$ cat config.mk
export PLATFORM = sky130hd
export DESIGN_NAME = mem_arbiter
export DESIGN_NICKNAME = d
export VERILOG_FILES = /design/src/rtl/mem_arb_pkg.sv /design/src/rtl/mem_arb_picker.sv /design/src/rtl/mem_arbiter.sv
export SDC_FILE = /design/constraint.sdc
export NUM_CORES = 1
export LEC_CHECK = 0
export BUFFER_PORTS_ARGS = -buffer_cell sky130_fd_sc_hd__buf_2
export CORE_MARGIN = 2
export CORE_UTILIZATION = 35
export DETAILED_ROUTE_END_ITERATION = 8
export PLACE_DENSITY = 0.67
export SLEW_MARGIN = 20
export SYNTH_ARGS = -nofsm -noshare
export SYNTH_HDL_FRONTEND = slang
export SYNTH_SLANG_ARGS = --single-unit
export TNS_END_PERCENT = 10
$ cat constraint.sdc
create_clock -name clk -period 1.8 [get_ports clk]
set_input_delay 0.18 -clock clk [delete_from_list [all_inputs] [get_ports clk]]
set_output_delay 0.18 -clock clk [all_outputs]
set_load 0.005 [all_outputs]
$ cat src/rtl/mem_arb_pkg.sv
// ---------------------------------------------------------------------------
// mem_arb_pkg
// Shared definitions for the memory arbiter:
//   - arb_state_t    : arbiter transaction state (IDLE, ISSUE, WAIT, DELIVER)
//   - MEM_CMD_READ / MEM_CMD_WRITE : command encoding shared with the memory
//   - onehot_to_index: port index of a one-hot grant vector (up to MAX_PORTS)
// ---------------------------------------------------------------------------
package mem_arb_pkg;

    localparam int MAX_PORTS = 8;

    localparam logic MEM_CMD_READ  = 1'b0;
    localparam logic MEM_CMD_WRITE = 1'b1;

    typedef enum logic [1:0] {
        IDLE    = 2'd0,
        ISSUE   = 2'd1,
        WAIT    = 2'd2,
        DELIVER = 2'd3
    } arb_state_t;

    // Index of the set bit; the vector is expected to be one-hot or zero.
    function automatic logic [2:0] onehot_to_index(input logic [MAX_PORTS-1:0] onehot);
        logic [2:0] idx;
        idx = '0;
        for (int i = 0; i < MAX_PORTS; i++) begin
            if (onehot[i]) begin
                idx = 3'(i);
            end
        end
        return idx;
    endfunction

endpackage

$ cat src/rtl/mem_arb_picker.sv
// ---------------------------------------------------------------------------
// mem_arb_picker
// Combinational winner selection among the valid requesters.
//   MEM_ARB_ROUND_ROBIN_EN defined   : first valid port at or after rr_ptr
//                                      (wrapping) wins.
//   MEM_ARB_ROUND_ROBIN_EN undefined : lowest valid index wins; rr_ptr ignored.
// Ports:
//   req_valid [NUM_PORTS-1:0] in  per-port request valid
//   rr_ptr    [PTR_W-1:0]     in  round-robin search start
//   grant     [NUM_PORTS-1:0] out one-hot winner (zero when nothing is valid)
// ---------------------------------------------------------------------------
module mem_arb_picker
    import mem_arb_pkg::*;
#(
    parameter int NUM_PORTS = 2,
    parameter int PTR_W     = 1
) (
    input  logic [NUM_PORTS-1:0] req_valid,
    input  logic [PTR_W-1:0]     rr_ptr,
    output logic [NUM_PORTS-1:0] grant
);

`ifdef MEM_ARB_ROUND_ROBIN_EN
    // Requests at or above the pointer get first pick; if none, the search
    // wraps to the lowest valid port overall.
    logic [NUM_PORTS-1:0] upper_valid;

    assign upper_valid = req_valid & ({NUM_PORTS{1'b1}} << rr_ptr);

    // x & -x isolates the lowest set bit.
    assign grant = (|upper_valid) ? (upper_valid & (-upper_valid))
                                  : (req_valid & (-req_valid));
`else
    logic unused_rr_ptr;

    assign unused_rr_ptr = ^rr_ptr;

    // x & -x isolates the lowest set bit.
    assign grant = req_valid & (-req_valid);
`endif

endmodule

$ cat src/rtl/mem_arbiter.sv
// ---------------------------------------------------------------------------
// mem_arbiter
// Shares one single-ported memory between NUM_PORTS requesters with a single
// outstanding transaction: accept (IDLE) -> command handshake (ISSUE) ->
// await memory response (WAIT) -> return it to the owner (DELIVER).
// Arbitration policy selected by macro MEM_ARB_ROUND_ROBIN_EN (round-robin
// when defined, fixed lowest-index priority otherwise).
// Ports:
//   clk, reset (async, active-low)
//   req_valid/req_ready/req_cmd [NUM_PORTS]    requester command handshake
//   req_addr  [NUM_PORTS*ADDRESS_WIDTH]        packed, port i at [i*AW +: AW]
//   req_wdata [NUM_PORTS*DATA_WIDTH]           packed write data
//   rsp_valid/rsp_ready [NUM_PORTS]            requester response handshake
//   rsp_data  [DATA_WIDTH]                     shared read data, 0 for writes
//   mem_address/mem_wdata/mem_cmd/mem_valid/mem_ready   memory command side
//   mem_res_valid/mem_rdata/mem_res_ready               memory response side
// ---------------------------------------------------------------------------
module mem_arbiter
    import mem_arb_pkg::*;
#(
    parameter int NUM_PORTS     = 2,
    parameter int ADDRESS_WIDTH = 32,
    parameter int DATA_WIDTH    = 32
) (
    input  logic                               clk,
    input  logic                               reset,
    input  logic [NUM_PORTS-1:0]               req_valid,
    output logic [NUM_PORTS-1:0]               req_ready,
    input  logic [NUM_PORTS-1:0]               req_cmd,
    input  logic [NUM_PORTS*ADDRESS_WIDTH-1:0] req_addr,
    input  logic [NUM_PORTS*DATA_WIDTH-1:0]    req_wdata,
    output logic [NUM_PORTS-1:0]               rsp_valid,
    input  logic [NUM_PORTS-1:0]               rsp_ready,
    output logic [DATA_WIDTH-1:0]              rsp_data,
    output logic [ADDRESS_WIDTH-1:0]           mem_address,
    output logic [DATA_WIDTH-1:0]              mem_wdata,
    output logic                               mem_cmd,
    output logic                               mem_valid,
    input  logic                               mem_ready,
    input  logic                               mem_res_valid,
    input  logic [DATA_WIDTH-1:0]              mem_rdata,
    output logic                               mem_res_ready
);

    localparam int PTR_W = (NUM_PORTS > 1) ? $clog2(NUM_PORTS) : 1;

    arb_state_t               state, state_n;
    logic [PTR_W-1:0]         owner;
    logic [PTR_W-1:0]         rr_ptr;
    logic [ADDRESS_WIDTH-1:0] lat_addr;
    logic [DATA_WIDTH-1:0]    lat_wdata;
    logic                     lat_cmd;
    logic [DATA_WIDTH-1:0]    rsp_data_q;

    logic [NUM_PORTS-1:0]     grant;
    logic [PTR_W-1:0]         grant_idx;
    logic [NUM_PORTS-1:0]     owner_onehot;
    logic                     rsp_fire;
    logic [ADDRESS_WIDTH-1:0] sel_addr;
    logic [DATA_WIDTH-1:0]    sel_wdata;
    logic                     sel_cmd;

    mem_arb_picker #(
        .NUM_PORTS (NUM_PORTS),
        .PTR_W     (PTR_W)
    ) u_picker (
        .req_valid (req_valid),
        .rr_ptr    (rr_ptr),
        .grant     (grant)
    );

    assign grant_idx    = PTR_W'(onehot_to_index(MAX_PORTS'(grant)));
    assign owner_onehot = {{(NUM_PORTS-1){1'b0}}, 1'b1} << owner;
    assign rsp_fire     = |(rsp_ready & owner_onehot);

    // AND-OR mux of the winner's fields; grant is one-hot so at most one
    // iteration contributes.
    // NOTE: every always_comb output gets a default before any branch, so no
    // path leaves it unassigned and no latch is inferred.
    always_comb begin
        sel_addr  = '0;
        sel_wdata = '0;
        sel_cmd   = MEM_CMD_READ;
        for (int i = 0; i < NUM_PORTS; i++) begin
            if (grant[i]) begin
                sel_addr  = req_addr[i*ADDRESS_WIDTH +: ADDRESS_WIDTH];
                sel_wdata = req_wdata[i*DATA_WIDTH +: DATA_WIDTH];
                sel_cmd   = req_cmd[i];
            end
        end
    end

    // Next state and handshake outputs.
    always_comb begin
        state_n       = state;
        req_ready     = '0;
        mem_valid     = 1'b0;
        mem_res_ready = 1'b0;
        rsp_valid     = '0;
        case (state)
            IDLE: begin
                // Accepting here drains a stale response left by a reset.
                mem_res_ready = 1'b1;
                req_ready     = grant;
                if (|grant) begin
                    state_n = ISSUE;
                end
            end
            ISSUE: begin
                mem_valid = 1'b1;
                if (mem_ready) begin
                    state_n = WAIT;
                end
            end
            WAIT: begin
                mem_res_ready = 1'b1;
                if (mem_res_valid) begin
                    state_n = DELIVER;
                end
            end
            DELIVER: begin
                rsp_valid = owner_onehot;
                if (rsp_fire) begin
                    state_n = IDLE;
                end
            end
            default: state_n = IDLE;
        endcase
    end

    // NOTE: state registers use non-blocking assignments so every flop samples
    // the pre-edge values regardless of statement order.
    always_ff @(posedge clk or negedge reset) begin
        if (!reset) begin
            state      <= IDLE;
            owner      <= '0;
            rr_ptr     <= '0;
            lat_addr   <= '0;
            lat_wdata  <= '0;
            lat_cmd    <= MEM_CMD_READ;
            rsp_data_q <= '0;
        end else begin
            state <= state_n;
            case (state)
                IDLE: begin
                    if (|grant) begin
                        owner     <= grant_idx;
                        lat_addr  <= sel_addr;
                        lat_wdata <= sel_wdata;
                        lat_cmd   <= sel_cmd;
                    end
                end
                WAIT: begin
                    // mem_rdata is only looked at on the capture edge.
                    if (mem_res_valid) begin
                        rsp_data_q <= (lat_cmd == MEM_CMD_READ) ? mem_rdata : '0;
                    end
                end
                DELIVER: begin
                    if (rsp_fire) begin
                        rr_ptr <= (owner == PTR_W'(NUM_PORTS - 1)) ? '0
                                                                   : owner + PTR_W'(1);
                    end
                end
                default: ;
            endcase
        end
    end

    assign mem_address = lat_addr;
    assign mem_wdata   = lat_wdata;
    assign mem_cmd     = lat_cmd;
    assign rsp_data    = rsp_data_q;

    // Protocol checks; ignored by synthesis.
    a_no_res_in_issue: assert property (@(posedge clk) disable iff (!reset)
        !(state == ISSUE && mem_res_valid));
    a_rsp_onehot0: assert property (@(posedge clk) disable iff (!reset)
        $onehot0(rsp_valid));
    a_req_onehot0: assert property (@(posedge clk) disable iff (!reset)
        $onehot0(req_ready));

endmodule

==> out/qor.txt, run 1 <==
Status - completed
Worst rel slew slack - 59.5%
Root Driver - clkbuf_16
Synth top area share - 55.7%
Gp weighted congestion - 0.783
Final Cell Area - 6370 um2
Sw Ratio - 37.5%
Clock power frac - 17.3%
DRT antenna net count - 0
Final Max Slew Viols - 0
Clock-pin transition on the worst setup and hold timing paths - 0.07 ns
Hold Path Stages - 3
Fmax - 585 MHz
WHS - 0.0804 ns
Max-cap check violation count - 0
Area after DPL - 6020 um2
DRT Wirelength - 15.3 mm
Top post-synthesis cells by count - 131 x o22ai_1, 100 x dfrtp_1, 65 x a21oi_1
Int Power - 0.00697 W
Congestion Overflow GR - 0
Worst path bufs/invs - 3
Largest net degree at the start of global routing - 101
Mux share of post-synthesis cell area - 0.892%
# placed instances - 872
Clock Skews - 0.00648 ns
Net Count, Synth - 633
Final worst-path cycle share - 94.9%
Initial Utilization - 35.7%
Final nets - 887
Yosys reg bits - 100
Max incr delay on CP - 0.44 ns
Gate power share - 44.5%
Min-Delay Startpoint - mem_rdata[1]
RSZ-0062 raised after global routing - no
Setup repair bufs after CTS - 0
Worst vdd ir - 0.759 mV
Die W - 117 um
Clk buf depth - 2
Synthesized netlist cell count - 459
Clk_lat worst skew - 0.34 ns
Setup TNS - 0 ns
Core footprint - 12600 um2
Worst slew pin tran - 0.607 ns
Top FF cell, synth - dfrtp_1
Seq/Total Area, Yosys - 55.7%
DIE AREA - 13800 um2
RR Startpoint - state[1]
Distinct cells, synth - 20
CP top delay family - flip-flops
Hold EP - rsp_data[1]
Drt first pass iters - 4
Worst R2R End - state[0]
P per Cell Area - 1750 nW/um2
CP endpoint kind - output pin
Max FO, Critical Path - 15
Drt wl/cell - 17.2 um
Dpl hpwl - 10.7 mm
CTS HTree Levels - 3
Area Overhead vs Synth - 41.8%
Fin cells - 890
Share of layout cells above drive strength 1 - 43.7%
Worst Setup Start Kind - register
R2R cell count - 5
Worst-path cell chain - inv_2, ha_4, nand2_2, buf_4, nor2_2, buf_2
Post-synthesis simple-gate area fraction - 8.05%
GRT Overall Usage - 20.5%
Post-synth ARST share - 100%
Clk sink count - 100
Slowest-stage cell, CP - dfrtp_2
Post-synth EDFFs - 0
Vias per std cell - 5.24
Final hold violations - 0
Hold Path Class - in -> reg
Critical Path AT - 1.53 ns
Flop2flop setup slack - 0.26 ns
Largest family of logic cells by synthesized area - compound AO/OA/AOI/OAI gates
Synth Area per Inst - 9.78 um2
TritonCTS clock tree - built
DRC - 0
Leakage power - 3.12 nW
Antenna violations before repair - 1
Area leader, netlist - dfrtp_1
Compound-Gate Fraction of Synth Area - 29.4%
NetSw - 0.00418 W
First-pass GRT wire length - 22.0 mm
Vias in the first global route - 4347
# setup viols final - 0
CP Data Required Time - 1.62 ns
Iter 0 DRT Violations - 261
Adder-cell area share of the yosys netlist - 1.11%
YS warnings - 0
Synth Cell Area - 4490 um2
I/O pins - 273
PortBufs - 272
Area contributors post-synth - dfrtp_1 56%, o22ai_1 18%, a21oi_1 7.2%
Synth Area in XOR/XNOR - 0%
Crit Path Category - reg -> out
Standard-cell rows - 41
Min cycle time layout - 1.71 ns
Num CTS Buffers - 9
Most frequent cell after synthesis - o22ai_1
Die Y - 117 um
Sequential Power Share - 38.2%
Total number of vias - 4666
[stage by stage]
step / setup slack, ns / power, W / utilization (%)
6_report: 0.0919 / 0.0112 / 50.7
5_1_grt: 0.0100 / 0.0120 / 50.7
4_1_cts: 0.00730 / 0.0112 / 50.4
3_5_place_dp: 0.0678 / 0.00922 / 47.9
3_3_place_gp: 0.164 / 0.00898 / 47.9
2_1_floorplan: 0.280 / 0.00697 / -
[per-layer routing]
| layer | GRT usage [%] | vias up | share of wire (%) |
|---|---|---|---|
| met4 | 8.31 | 0 | 2.3 |
| li1 | - | 2228 | - |
| met5 | 0 | - | 0 |
| met3 | 2.99 | 25 | 5.6 |
| met1 | 26.1 | 2234 | 41 |
| met2 | 34.9 | 179 | 52 |
[sequential cells by signal, summed over array words and instances (netlist names)]
name and cells:
mem_address 32, mem_cmd 1, mem_wdata 32, state 2, owner 1, rsp_data 32
[layout make-up]
| cell class | count | area (um2) |
|---|---|---|
| Fill cell | 1244 | 6200 |
| Sequential cell | 100 | 2500 |
| Multi-Input combinational cell | 309 | 1800 |
| Timing Repair Buffer | 287 | 1540 |
| Clock buffer | 10 | 239 |
| Tap cell | 172 | 215 |
| Clock inverter | 5 | 52.6 |
| Inverter | 6 | 22.5 |
| Antenna cell | 1 | 2.50 |
[how the worst max path moves through the flow]
stage | end | startpoint | slack (ns) | cells past startpoint
6_report | req_ready[1] | state[0] | 0.09 | 6
5_1_grt | req_ready[1] | state[0] | 0.01 | 6
4_1_cts | req_ready[1] | state[0] | 0.007 | 6
3_5_place_dp | mem_wdata[19] | state[0] | 0.07 | 6
3_3_place_gp | mem_address[24] | state[0] | 0.16 | 6
2_1_floorplan | state[0] | state[0] | 0.28 | 5
[kinds of logic after synthesis]
kind of cell	Yosys count
AOI/OAI and AO/OA	230
muxes	3
buffers and inverters	50
adders and majority gates	4
and+or+nand+nor	72
DFF	100
[power by group through the flow]
| stage | clock network [W] | logic, W | registers, W |
|---|---|---|---|
| after floorplan | 0 | 0.00267 | 0.00430 |
| after global placement | 0 | 0.00477 | 0.00421 |
| after detailed placement | 0 | 0.00494 | 0.00428 |
| after CTS | 0.00199 | 0.00497 | 0.00425 |
| after global routing | 0.00206 | 0.00555 | 0.00440 |
| final | 0.00193 | 0.00496 | 0.00426 |
[layout by cell type (no fill, tap or decap), types with 2 or more instances in the layout]
cell       synthesis  final
mux2_4             2      2
clkinv_2           0      3
nand2b_1          32     32
buf_4              0     10
clkbuf_16          0     10
nand2_2            0      3
a21oi_1           65     65
buf_12             0      3
nand2_1           35     32
buf_2             22    271
ha_1               4      3
o21ai_0           32     32
inv_2              0      3
dfrtp_1          100     99
o22ai_1          131    131
inv_1              6      3
[worst reg2reg max path, cell delays in order (launching register included)]
cell,delay (ns)
dfrtp_1,0.41
inv_2,0.07
ha_4,0.18
nor3b_1,0.13
a211o_1,0.32
mux2_4,0.30
[what timing repair did]
action,CTS,global route
cloned,0,1
hold buffers,1,0
endpoints found under the setup margin,1,52
hold endpoints to repair,100,0
resized for setup,1,5
pin swaps,0,0
Note: power is estimated with default switching activity, not from simulation.
==> inputs of run 2 (changes only) <==
Settings changed: GPL_TIMING_DRIVEN set to 0, PLACE_DENSITY 0.67 to 0.65, SYNTH_HIERARCHICAL set to 1.
==> out/qor.txt, run 2 <==
Total Power - 0.0110 W
Clk_lat worst skew - 0.35 ns
DRT Wirelength - 16.4 mm
Most frequent cells in the layout - 275 x buf_2, 100 x dfrtp_1, 96 x o21ai_0, 67 x o22ai_1, 65 x a21oi_1
Worst rel slew slack - 56.8%
CP endpoint kind - output pin
Clk sink count - 100
Final worst-path cycle share - 101%
Gp weighted congestion - 0.791
Fin cells - 1006
Die Y - 123 um
Worst Setup Start Kind - register
Net Count, Synth - 708
GRT Overall Usage - 21.4%
Congestion Overflow GR - 0
DRC - 0
Final nets - 995
# placed instances - 987
Total number of vias - 5212
Iter 0 DRT Violations - 254
First-pass GRT wire length - 25.1 mm
Leakage power - 3.35 nW
I/O pins - 273
Most common cell after layout, fill and taps aside - buf_2
Status - finished with violations
Final WS setup - -0.0188 ns
YS warnings - 6
Share of layout cells above drive strength 1 - 38.4%
Initial Utilization - 35.7%
Failing checks - setup timing
Clock-pin transition on the worst setup and hold timing paths - 0.07 ns
Area Overhead vs Synth - 40.9%
Num CTS Buffers - 9
Drt first pass iters - 4
Antenna violations before repair - 0
DRT antenna net count - 0
Worst vdd ir - 0.619 mV
Final hold violations - 0
Clk buf depth - 2
Synth Area per Inst - 9.21 um2
Dpl hpwl - 12.2 mm
Largest net degree at the start of global routing - 56
CP Data Required Time - 1.62 ns
Synthesized netlist cell count - 534
Synth Cell Area - 4920 um2
Standard-cell rows - 43
# setup viols final - 1
Hold Path Class - in -> reg
PortBufs - 272
RSZ-0062 raised after global routing - yes
Critical Path AT - 1.64 ns
DIE AREA - 15000 um2
Core footprint - 13800 um2
TritonCTS clock tree - built
Drt wl/cell - 16.3 um
Min cycle time layout - 1.82 ns
Vias in the first global route - 4899
Vias per std cell - 5.18
Final Max Slew Viols - 0
P per Cell Area - 1590 nW/um2
Die W - 123 um
CTS HTree Levels - 3
Max FO, Critical Path - 10
Clock Skews - 0.00368 ns
Worst slew pin tran - 0.648 ns
Crit Path Category - reg -> out
Root Driver - clkbuf_16
Fmax - 550 MHz
Ant diodes - 0
Max-cap check violation count - 0
==> run 2: cell types whose count changed in the layout (fill, tap and decap cells not counted), sizes merged, moves of 2 or more <==
cell,before,now
clkbuf,11,53
nand2,35,37
nand3b,0,64
o21ai,32,96
o22ai,131,67
==> run 2: layer usage <==
metal  wire, um  share of wire, %  global-route usage, %
met5          0                 0                      0
met4        450               2.7                   9.41
met3        983               6.0                   3.02
met2       7790                47                   34.2
met1       7210                44                   29.1
==> run 2: timing repair <==
item | in CTS | in global routing
pin swaps | 1 | 0
resized for setup | 20 | 21
setup buffers | 2 | 0
endpoints found under the setup margin | 63 | 71
hold buffers | 1 | 0
hold endpoints to repair | 45 | 0
==> run 2: power breakdown <==
group          internal (W)  switching (W)  leakage, nW
clock               0.00108       0.000867        0.142
combinational       0.00238        0.00259         1.97
sequential          0.00338       0.000746         1.24
==> run 2: layout make-up <==
cell class	instances	area, um2
tap	180	225
sequential	100	2500
buffer	53	279
fill	1384	6850
clock inverter	6	65.1
clock buffer	10	229
multi-input combinational	374	2180
timing repair buffer	276	1420
inverter	7	26.3
==> run 2: critical path, cell delays in order, from the launching register on <==
cell	delay, ns
dfrtp_1	0.36
inv_1	0.06
ha_1	0.20
buf_6	0.14
nand2_4	0.08
buf_8	0.14
buf_8	0.14
inv_1	0.04
buf_2	0.12
==> run 2: metrics by stage <==
step	utilization, %	hold WS [ns]	setup slack, ns	instance area [um2]	TNS, ns
detailed placement	47.5	0.143	-0.185	6540	-6.53
CTS	50.2	0.0666	-0.0543	6910	-0.0543
global placement	47.2	0.436	-0.659	6500	-71.67
floorplan	-	-0.116	0.255	4920	0
finish	50.3	0.0775	-0.0188	6930	-0.0188
global route	50.3	0.0814	-0.102	6930	-0.638
==> run 2: path summary, 6_finish.rpt <==
check / endpoint / cells after the start / startpoint / slack [ns]
max reg2reg: mem_wdata[21] / 8 / state[0] / 0.11
min reg2reg: rsp_data[3] / 2 / rsp_data[3] / 0.47
min in group asynchronous: mem_wdata[30] / 2 / reset / 0.32
max: req_ready[1] / 8 / state[0] / -0.02
max in group asynchronous: rsp_data[17] / 3 / reset / 0.84
min: rsp_data[31] / 3 / mem_rdata[31] / 0.08
==> inputs of run 3 (changes only) <==
==> constraint.sdc (replaced) <==
create_clock -name clk -period 1.8 [get_ports clk]
set_input_delay 0.27 -clock clk [delete_from_list [all_inputs] [get_ports clk]]
set_output_delay 0.27 -clock clk [all_outputs]
set_load 0.005 [all_outputs]
==> out/qor.txt, run 3 (same netlist as run 2, synthesis figures left out) <==
RR Startpoint - state[0]
Hold Path Class - in -> reg
Final worst-path cycle share - 101%
First-pass GRT wire length - 25.1 mm
DRT Wirelength - 16.5 mm
Share of layout cells above drive strength 1 - 39.0%
Max FO, Critical Path - 10
Clk buf depth - 2
PortBufs - 272
Total number of vias - 5215
GRT Overall Usage - 21.4%
Final hold violations - 0
Clk_lat worst skew - 0.35 ns
CP Data Required Time - 1.53 ns
Dpl hpwl - 12.2 mm
Total Power - 0.0111 W
I/O pins - 273
Final Max Slew Viols - 0
Die Y - 123 um
Max-cap check violation count - 0
Multi-input logic area - 2200 um2
Worst vdd ir - 0.600 mV
Min cycle time layout - 1.82 ns
Gp weighted congestion - 0.791
CP endpoint kind - output pin
Leakage power - 3.35 nW
DRC - 0
Standard-cell rows - 43
Fill cells - 1379
Initial Utilization - 35.7%
Clk sink count - 100
Die W - 123 um
Ant diodes - 0
RSZ-0062 raised after global routing - yes
Fin cells - 1008
DRT antenna net count - 0
Vias in the first global route - 4914
# setup viols final - 1
# placed instances - 987
Final nets - 997
Final WS setup - -0.0170 ns
Drt first pass iters - 5
Largest net degree at the start of global routing - 56
Clock-pin transition on the worst setup and hold timing paths - 0.07 ns
Clock Skews - 0.00454 ns
Iter 0 DRT Violations - 249
Congestion Overflow GR - 0
Core footprint - 13800 um2
Critical Path AT - 1.55 ns
Most frequent cells in the layout - 275 x buf_2, 100 x dfrtp_1, 96 x o21ai_0, 67 x o22ai_1, 65 x a21oi_1
Worst Setup Start Kind - register
Most common cell after layout, fill and taps aside - buf_2
Area Overhead vs Synth - 41.9%
Vias per std cell - 5.17
Crit Path Category - reg -> out
Min-Delay Startpoint - mem_rdata[31]
P per Cell Area - 1600 nW/um2
Antenna violations before repair - 0
Root Driver - clkbuf_16
Drt wl/cell - 16.4 um
TritonCTS clock tree - built
CTS HTree Levels - 3
FF+latch area - 2500 um2
Num CTS Buffers - 9
Fmax - 550 MHz
Crit path launch - state[0]
Worst slew pin tran - 0.638 ns
Worst rel slew slack - 57.4%
Failing checks - setup timing
Status - finished with violations
DIE AREA - 15000 um2
## run 3: worst max-delay path: stages, from the launching register on
cell and delay, ns:
dfrtp_1 0.39, inv_2 0.08, ha_4 0.13, buf_8 0.13, nand2_8 0.06, buf_8 0.12, buf_8 0.13, inv_2 0.05
buf_6 0.09
## run 3: metrics by stage
step / cell area [um2] / setup TNS, ns / hold slack (ns) / utilization [%] / worst slack [ns]
floorplan: 4920 / 0 / -0.0256 / - / 0.255
global placement: 6500 / -80.76 / 0.456 / 47.2 / -0.749
detailed placement: 6540 / -6.62 / 0.233 / 47.5 / -0.251
CTS: 6910 / -0.170 / 0.157 / 50.2 / -0.0832
global route: 6970 / -1.04 / 0.171 / 50.6 / -0.0894
finish: 6970 / -0.0170 / 0.167 / 50.6 / -0.0170
## run 3: path summary, 6_finish.rpt
check / slack (ns) / to / cells past startpoint
setup / recovery: -0.02 / req_ready[1] / 8
hold / removal: 0.17 / rsp_data[31] / 3
setup reg to reg: 0.02 / mem_address[16] / 7
hold reg to reg: 0.47 / rsp_data[3] / 2
max in group asynchronous: 0.75 / rsp_data[17] / 3
min in group asynchronous: 0.42 / mem_wdata[29] / 2
## run 3: report_power, final
| group | leakage, nW | switching, W | internal, W |
|---|---|---|---|
| Clock | 0.142 | 0.000866 | 0.00108 |
| Combinational | 1.97 | 0.00263 | 0.00243 |
| Sequential | 1.24 | 0.000748 | 0.00338 |
| Total | 3.35 | 0.00424 | 0.00689 |
## run 3: cell type report
class | instances | share of cell area, %
well taps | 180 | 3.23
inverters | 7 | 0.377
plain buffers | 53 | 3.93
clock buffers | 10 | 3.28
clock inverters | 6 | 0.933
repair buffers | 278 | 20.8
flip-flops and latches | 100 | 35.9
multi-input cells | 374 | 31.6
## run 3: metal layers
metal / global-route usage [%] / up-vias / wire length [um]
met1: 29.0 / 2466 / 7220
met5: 0 / - / 0
met4: 9.41 / 0 / 414
li1: - / 2516 / -
met2: 34.3 / 207 / 7870
met3: 3.02 / 26 / 1030
## run 3: repair_timing
item                                   in CTS  in global routing
setup endpoints to repair                  63                 88
hold buffers                                1                  0
resized for setup                          19                 31
buffers inserted                            3                  1
endpoints found under the hold margin      45                  0
